## src/rtl/mod_chain_counter.sv

```systemverilog
// mod_chain_counter: a chain of DIGITS cascaded modulo counter digits.
// Each digit has its own modulus. The chain counts up or down, with
// synchronous clear, parallel load, CTp/CTt enables and carry out CO.
// Optional macro MCC_LDCHK_EN: when defined, any loaded digit that is
// >= its modulus is forced to 0. When undefined, D is loaded verbatim.

// One counter digit: clear, load, or step.
// It reports whether it is at its terminal value for the current direction.
module mod_chain_digit #(
    parameter int                 DIGIT_W = 4,
    // A field value of 0 encodes the full 2^DIGIT_W modulus.
    parameter logic [DIGIT_W-1:0] MODF    = 4'd10
) (
    input  logic               clk,
    input  logic               cr,
    input  logic               ld,
    input  logic               step,
    input  logic               ud,
    input  logic [DIGIT_W-1:0] d,
    output logic [DIGIT_W-1:0] q,
    output logic               term
);
    localparam logic [DIGIT_W:0]   MODV = (MODF == '0) ? (DIGIT_W+1)'(1 << DIGIT_W)
                                                       : {1'b0, MODF};
    localparam logic [DIGIT_W:0]   MAXW = MODV - 1'b1;
    localparam logic [DIGIT_W-1:0] MAXQ = MAXW[DIGIT_W-1:0];

    logic [DIGIT_W-1:0] dload;
    logic [DIGIT_W-1:0] nxt;

    // Load value. Out-of-range digits are zeroed only when the check is built in.
    always_comb begin
`ifdef MCC_LDCHK_EN
        dload = ({1'b0, d} >= MODV) ? '0 : d;
`else
        dload = d;
`endif
    end

    // Terminal test and next count value.
    // In up mode, an out-of-range digit counts as terminal, so it wraps to 0.
    always_comb begin
        term = ud ? (q >= MAXQ) : (q == '0);
        nxt  = '0;
        if (ud)
            nxt = (q >= MAXQ) ? '0 : q + 1'b1;
        else
            nxt = (q == '0) ? MAXQ : q - 1'b1;
    end

    // Digit register. Clear has priority over load, and load over step.
    always_ff @(posedge clk) begin
        if (cr)
            q <= '0;
        else if (ld)
            q <= dload;
        else if (step)
            q <= nxt;
    end
endmodule

module mod_chain_counter #(
    parameter int                        DIGIT_W = 4,
    parameter int                        DIGITS  = 2,
    parameter logic [DIGITS*DIGIT_W-1:0] MODS    = {4'd6, 4'd10}
) (
    input  logic                      CP,
    input  logic                      CR,
    input  logic                      NotLD,
    input  logic                      CTp,
    input  logic                      CTt,
    input  logic                      UD,
    input  logic [DIGITS*DIGIT_W-1:0] D,
    output logic [DIGITS*DIGIT_W-1:0] Q,
    output logic                      CO
);
    logic [DIGITS-1:0][DIGIT_W-1:0] d_dig;
    logic [DIGITS-1:0][DIGIT_W-1:0] q_dig;
    logic [DIGITS-1:0]              term;
    logic [DIGITS:0]                below_term;   // below_term[i]: all digits j<i are terminal
    logic                           cnt_en;

    assign d_dig  = D;
    assign Q      = q_dig;
    assign cnt_en = CTp & CTt;

    // Ripple the enable chain.
    // A digit steps only when every lower digit is wrapping.
    always_comb begin
        below_term[0] = 1'b1;
        for (int i = 0; i < DIGITS; i++)
            below_term[i+1] = below_term[i] & term[i];
    end

    // CO depends only on CTt and the terminal flags, so cascades ripple combinationally.
    assign CO = CTt & below_term[DIGITS];

    genvar g;
    generate
        for (g = 0; g < DIGITS; g++) begin : g_dig
            mod_chain_digit #(
                .DIGIT_W (DIGIT_W),
                .MODF    (MODS[g*DIGIT_W +: DIGIT_W])
            ) u_dig (
                .clk  (CP),
                .cr   (CR),
                .ld   (~NotLD),
                .step (cnt_en & below_term[g]),
                .ud   (UD),
                .d    (d_dig[g]),
                .q    (q_dig[g]),
                .term (term[g])
            );
        end
    endgenerate
endmodule

```

## config.mk

```make
export PLATFORM = sky130hd
export DESIGN_NAME = mod_chain_counter
export DESIGN_NICKNAME = d
export VERILOG_FILES = /design/src/rtl/mod_chain_counter.sv
export SDC_FILE = /design/constraint.sdc
export NUM_CORES = 1
export LEC_CHECK = 0
export CAP_MARGIN = 15
export CELL_PAD_IN_SITES_DETAIL_PLACEMENT = 1
export CELL_PAD_IN_SITES_GLOBAL_PLACEMENT = 2
export CORE_UTILIZATION = 27
export CTS_BUF_LIST = sky130_fd_sc_hd__clkbuf_16
export DETAILED_ROUTE_END_ITERATION = 10
export GPL_ROUTABILITY_DRIVEN = 0
export HOLD_SLACK_MARGIN = 0.15
export PLACE_DENSITY_LB_ADDON = 0.1
export RECOVER_POWER = 50
export SLEW_MARGIN = 20
export SYNTH_ARGS = -nofsm -noshare
export SYNTH_HDL_FRONTEND = slang
export SYNTH_SLANG_ARGS = --single-unit
```

## constraint.sdc

```tcl
create_clock -name CP -period 2.4 [get_ports CP]
set_input_delay 0.24 -clock CP [delete_from_list [all_inputs] [get_ports CP]]
set_output_delay 0.24 -clock CP [all_outputs]
set_load 0.02 [all_outputs]
```

* Word level (Yosys, flattened, before mapping)
Index checks and enable logic that the tools add are counted.
** Operators by class
- Shift operators :: 0
- Equal/unequal tests :: 2
- Div/mod/pow operators :: 0
- Bitwise gates (word level) :: 4
- $add $sub $neg :: 4
- Multiplexer cells :: 12
- $lt $le $gt $ge :: 2
- Multiply operators :: 0
- Reductions and logical operators :: 2
** Operator list (count)
- $mux W4 :: 10
- $add A4 B1 Y4 const B :: 2
- $logic_not A4 Y1 :: 2
- $sub A4 B1 Y4 const B :: 2
- $and A1 B1 Y1 :: 4
- $ge A4 B3 Y1 const B :: 1
- $ge A4 B4 Y1 const B :: 1
- $ne A2 B1 Y1 const B :: 2
- $mux W1 :: 2
** Word-level totals
- Input bits :: 14
- Memories :: 0
- Latch bits :: 0
- Output and inout port bits :: 9
- Memory bits (writable) :: 0
- Bits in registers :: 8
- Memory bits (read-only) :: 0

* Longest topological paths before layout
- Word-level depth :: 5
- Mapped depth :: 6
- Gate-level depth less buffers :: 6

* Hierarchy
From an unflattened synthesis, not the netlist that was laid out.
** Unflattened totals
- Cells, all modules :: 113
- Area total of the unflattened synthesis :: 879.6 um2
** By module, submodules not included
- mod_chain_digit at g_dig[1].u_dig :: area each 459.2 um2, seq. area each 80.1 um2, times used 1, cells an instance 56
- mod_chain_digit at g_dig[0].u_dig :: area each 397.9 um2, seq. area each 80.1 um2, times used 1, cells an instance 53
- mod_chain_counter :: area each 22.5 um2, seq. area each 0.0 um2, times used 1, cells an instance 4

* Worst setup path after synthesis
No wires, ideal clock.
- Kind :: register to output
- From :: register g_dig[0].u_dig.q[1]
- To :: output port CO
- Arrival :: 1706 ps
- Required time :: 2160 ps
- Path slack :: 454 ps
- Cell stages (with the launch flop) :: 7
- Path through :: dfxtp_1 inv_1 ha_1 or3b_2 nand2_1 o21ai_0 and3_1
** Between the ends
- Longest elaborated chain between the ends :: 4
- Elaborated cells on any way between the ends :: 5
** Ends and longest elaborated chain
- start: declaration :: line 20 : output logic [DIGIT_W-1:0] q,
- start signal: assignment :: line 56 : q <= dload;
- start signal: assignment :: line 58 : q <= nxt;
- $ge A4 B4 Y1 / $logic_not A4 Y1 (equally long branches) :: line 43 : term = ud ? (q >= MAXQ) : (q == '0);
- $mux W1 (*) :: line 43
- $and A1 B1 Y1 (*) :: line 92 : below_term[i+1] = below_term[i] & term[i];
- $and A1 B1 Y1 (*) :: line 96 : assign CO = CTt & below_term[DIGITS];
- end: declaration :: line 75 : output logic CO
Mark *: on every way between the ends. The rest lies on a longest branch, timed or not.

* Worst setup path in the final report
Ends and elaborated chain as after synthesis.

==> flow_summary.ini <==
[run_status]
outcome = finished clean

[worst_setup_path]
r2r_end = g_dig[1].u_dig.q[2]$_SDFFE_PP0P_
startpoint_type = flip-flop
crit_type = flip-flop to output port
rrSetupSlack_ps = 550
crit_fanout = 4
critPathRequiredTime_ps = 2160
arrival_ps = 2090
timing.rr.start = g_dig[0].u_dig.q[1]$_SDFFE_PP0P_
worstRegToRegCells = 6
worstSetupEndpointType = output port

[route]
drt_iter0_markers = 29
wl_met2_um = 1140
antenna_left = 0
m1WireLength_um = 1640
vias = 972
via_per_inst = 5.17
dr.pass1.iters = 4
wl_met3_um = 91
wl_per_cell_um = 15.4
top_layer = met4
routed_wl_um = 2890
drcViolationCount = 0

[floorplanning]
die_height_um = 59.2
row_count = 20
coreArea_mm2 = 0.00308
pin_count = 23
start_util_pct = 28.7
dieWidth_um = 59.2
die-area_mm2 = 0.00351

[synth]
synth.top_cells.by_area = dfxtp_1, ha_1, o311ai_0
synthFlopType = dfxtp_1
synth_seq_cells = 8
synth_top_area_share_pct = 18.1
syn-num-nets = 136
syn_area_um2 = 885
ys_async_sr_fraction_pct = 0
yosys.area.top_type = dfxtp_1
netlist_instances = 114
ys_seq_area_share_pct = 18.1
synth.avg_cell_area_um2 = 7.76
synth_commonest_cells = nor2_1, dfxtp_1, ha_1, nand2_1
synth_cell_types = 39
synth_edf_count = 0
yosysMostFrequentCell = nor2_1
yosysWarnings = 0

[global_route]
grt_overflow = 0
grt_pass1_vias = 1000
grt_antenna_before_repair = 0
grt_usage_pct = 17.9
grt_pass1_wl_um = 4830
grt_max_degree = 21

[clocking]
clock_latency_ps = 230
cts_sinks = 8
cts_buffer_depth = 2
cts_root_buf = clkbuf_16
clkTransAtPathRegs_ps = 40
hold_buffers = 0
htree_levels = 1
tritoncts.num_buffers = 3
cts_tree = done

[min_path]
hp-start = D[0]
hold-path-endpoint = g_dig[0].u_dig.q[0]$_SDFFE_PP0P_
hold_class = primary input to flip-flop
hold_depth = 3

[power]
p_clk_share_pct = 43.6
p_seq_share_pct = 23.4
p_int_mw = 0.462
peakVddDrop_mv = 0.252
powerDensity_mw_per_mm2 = 509
swShare_pct = 29.2
switchingPower_mw = 0.190
power_frac_comb_pct = 33.1
p_leak_nw = 0.509

[finish]
regMostFlops = g_dig.u_dig.q
drive_above_1_share_pct = 20.1
largest_reg_flops = 8
diodes = 0
largestRegisters = g_dig.u_dig.q x8
layout.cells.non_filler = 188
nets = 168
final_util_pct = 41.6
synthToLayoutAreaGrowth_pct = 44.8

[timing]
period_needed_ps = 2330
setup_viol = 0
hold_viol = 0
drv_slew = 0
worstMarginPinSlew_ps = 450
fmax_ghz = 0.430
rsz0062_at_grt = no
finalSetupTns_ps = 0
relSlewSlack_pct = 69.9
fin_skew_ps = 0.625
period_share_pct = 96.9

[placed_design]
hpwl_um = 2150
place_inst = 185
port_buffers = 22

[flow_run]
maxCapViolCount = 0
-- worst max-delay path by stage --
stage | startpoint | endpoint | slack, ps | cells past startpoint
after floorplan | g_dig[0].u_dig.q[1]$_SDFFE_PP0P_ | CO | 450 | 6
after global placement | UD | CO | 120 | 5
after detailed placement | UD | CO | 80 | 5
after CTS | g_dig[0].u_dig.q[0]$_SDFFE_PP0P_ | CO | 60 | 7
after global routing | g_dig[0].u_dig.q[1]$_SDFFE_PP0P_ | CO | 10 | 7
final | g_dig[0].u_dig.q[1]$_SDFFE_PP0P_ | CO | 70 | 7
-- layout make-up --
type | instances | area, µm²
repair buffers | 34 | 309
multi-input cells | 93 | 659
inverters | 6 | 22.5
clock buffers | 3 | 75.1
flip-flops and latches | 8 | 160
well taps | 44 | 55.1
fillers | 397 | 1800
-- routing by layer --
metal  global-route usage (%)  up-vias
li1                         -      489
met1                     28.2      455
met5                        0        -
met3                     1.53        4
met4                     5.10        0
met2                     25.4       24
-- cell usage in the layout (no fill, tap or decap), types with 2 or more instances in the layout --
cell type,Yosys,layout
dfxtp_1,8,8
or3b_2,5,5
o311ai_0,6,6
a31oi_1,3,3
and3_1,2,2
nand2_1,8,8
inv_1,6,5
nor3b_1,3,3
clkdlybuf4s50_1,0,13
nand3b_1,2,2
or2_2,4,4
dlygate4sd3_1,0,8
o211ai_1,5,5
a21oi_1,6,6
clkbuf_16,0,3
buf_4,1,12
ha_1,8,7
nand2b_1,4,4
o22ai_1,2,2
nor2_1,10,10
o21ai_0,4,4
nand4_1,2,2
a2111oi_0,2,2
nor2b_1,2,2
nor3_1,2,2
-- cell families after synthesis --
family,count (synthesis),synth area share (%)
AOI/OAI and AO/OA,35,29.3
DFF,8,18.1
muxes,1,1.13
and+or+nand+nor,49,32.5
adders and majority gates,8,11.3
buffers and inverters,13,7.64
-- power by group through the flow --
stage	Combinational (mW)	Clock, mW	Sequential, mW
floorplan	0.112	0	0.169
global placement	0.215	0	0.153
detailed placement	0.218	0	0.154
CTS	0.219	0.290	0.152
global route	0.238	0.296	0.154
finish	0.216	0.284	0.153
-- worst max-delay path, cell delays in order (launching register included) --
cell and delay, ps:
dfxtp_1 310, inv_1 110, ha_2 210, or3b_2 490
nand2_1 130, o21ai_0 100, and3_1 190, dlygate4sd2_1 320
-- what timing repair did --
item,in CTS,in global routing
setup endpoints to repair,1,1
resized for setup,1,2
setup buffers,0,0
-- stage by stage --
step / setup slack [ps] / power (mW) / hold slack, ps / instance area [µm²]
floorplan: 454 / 0.281 / 393 / 885
global placement: 122 / 0.368 / 634 / 1200
detailed placement: 83.2 / 0.371 / 675 / 1200
CTS: 64.0 / 0.661 / 610 / 1280
global route: 13.9 / 0.688 / 631 / 1280
finish: 74.4 / 0.653 / 601 / 1280
No activity file was read; power rests on OpenSTA's default activity.
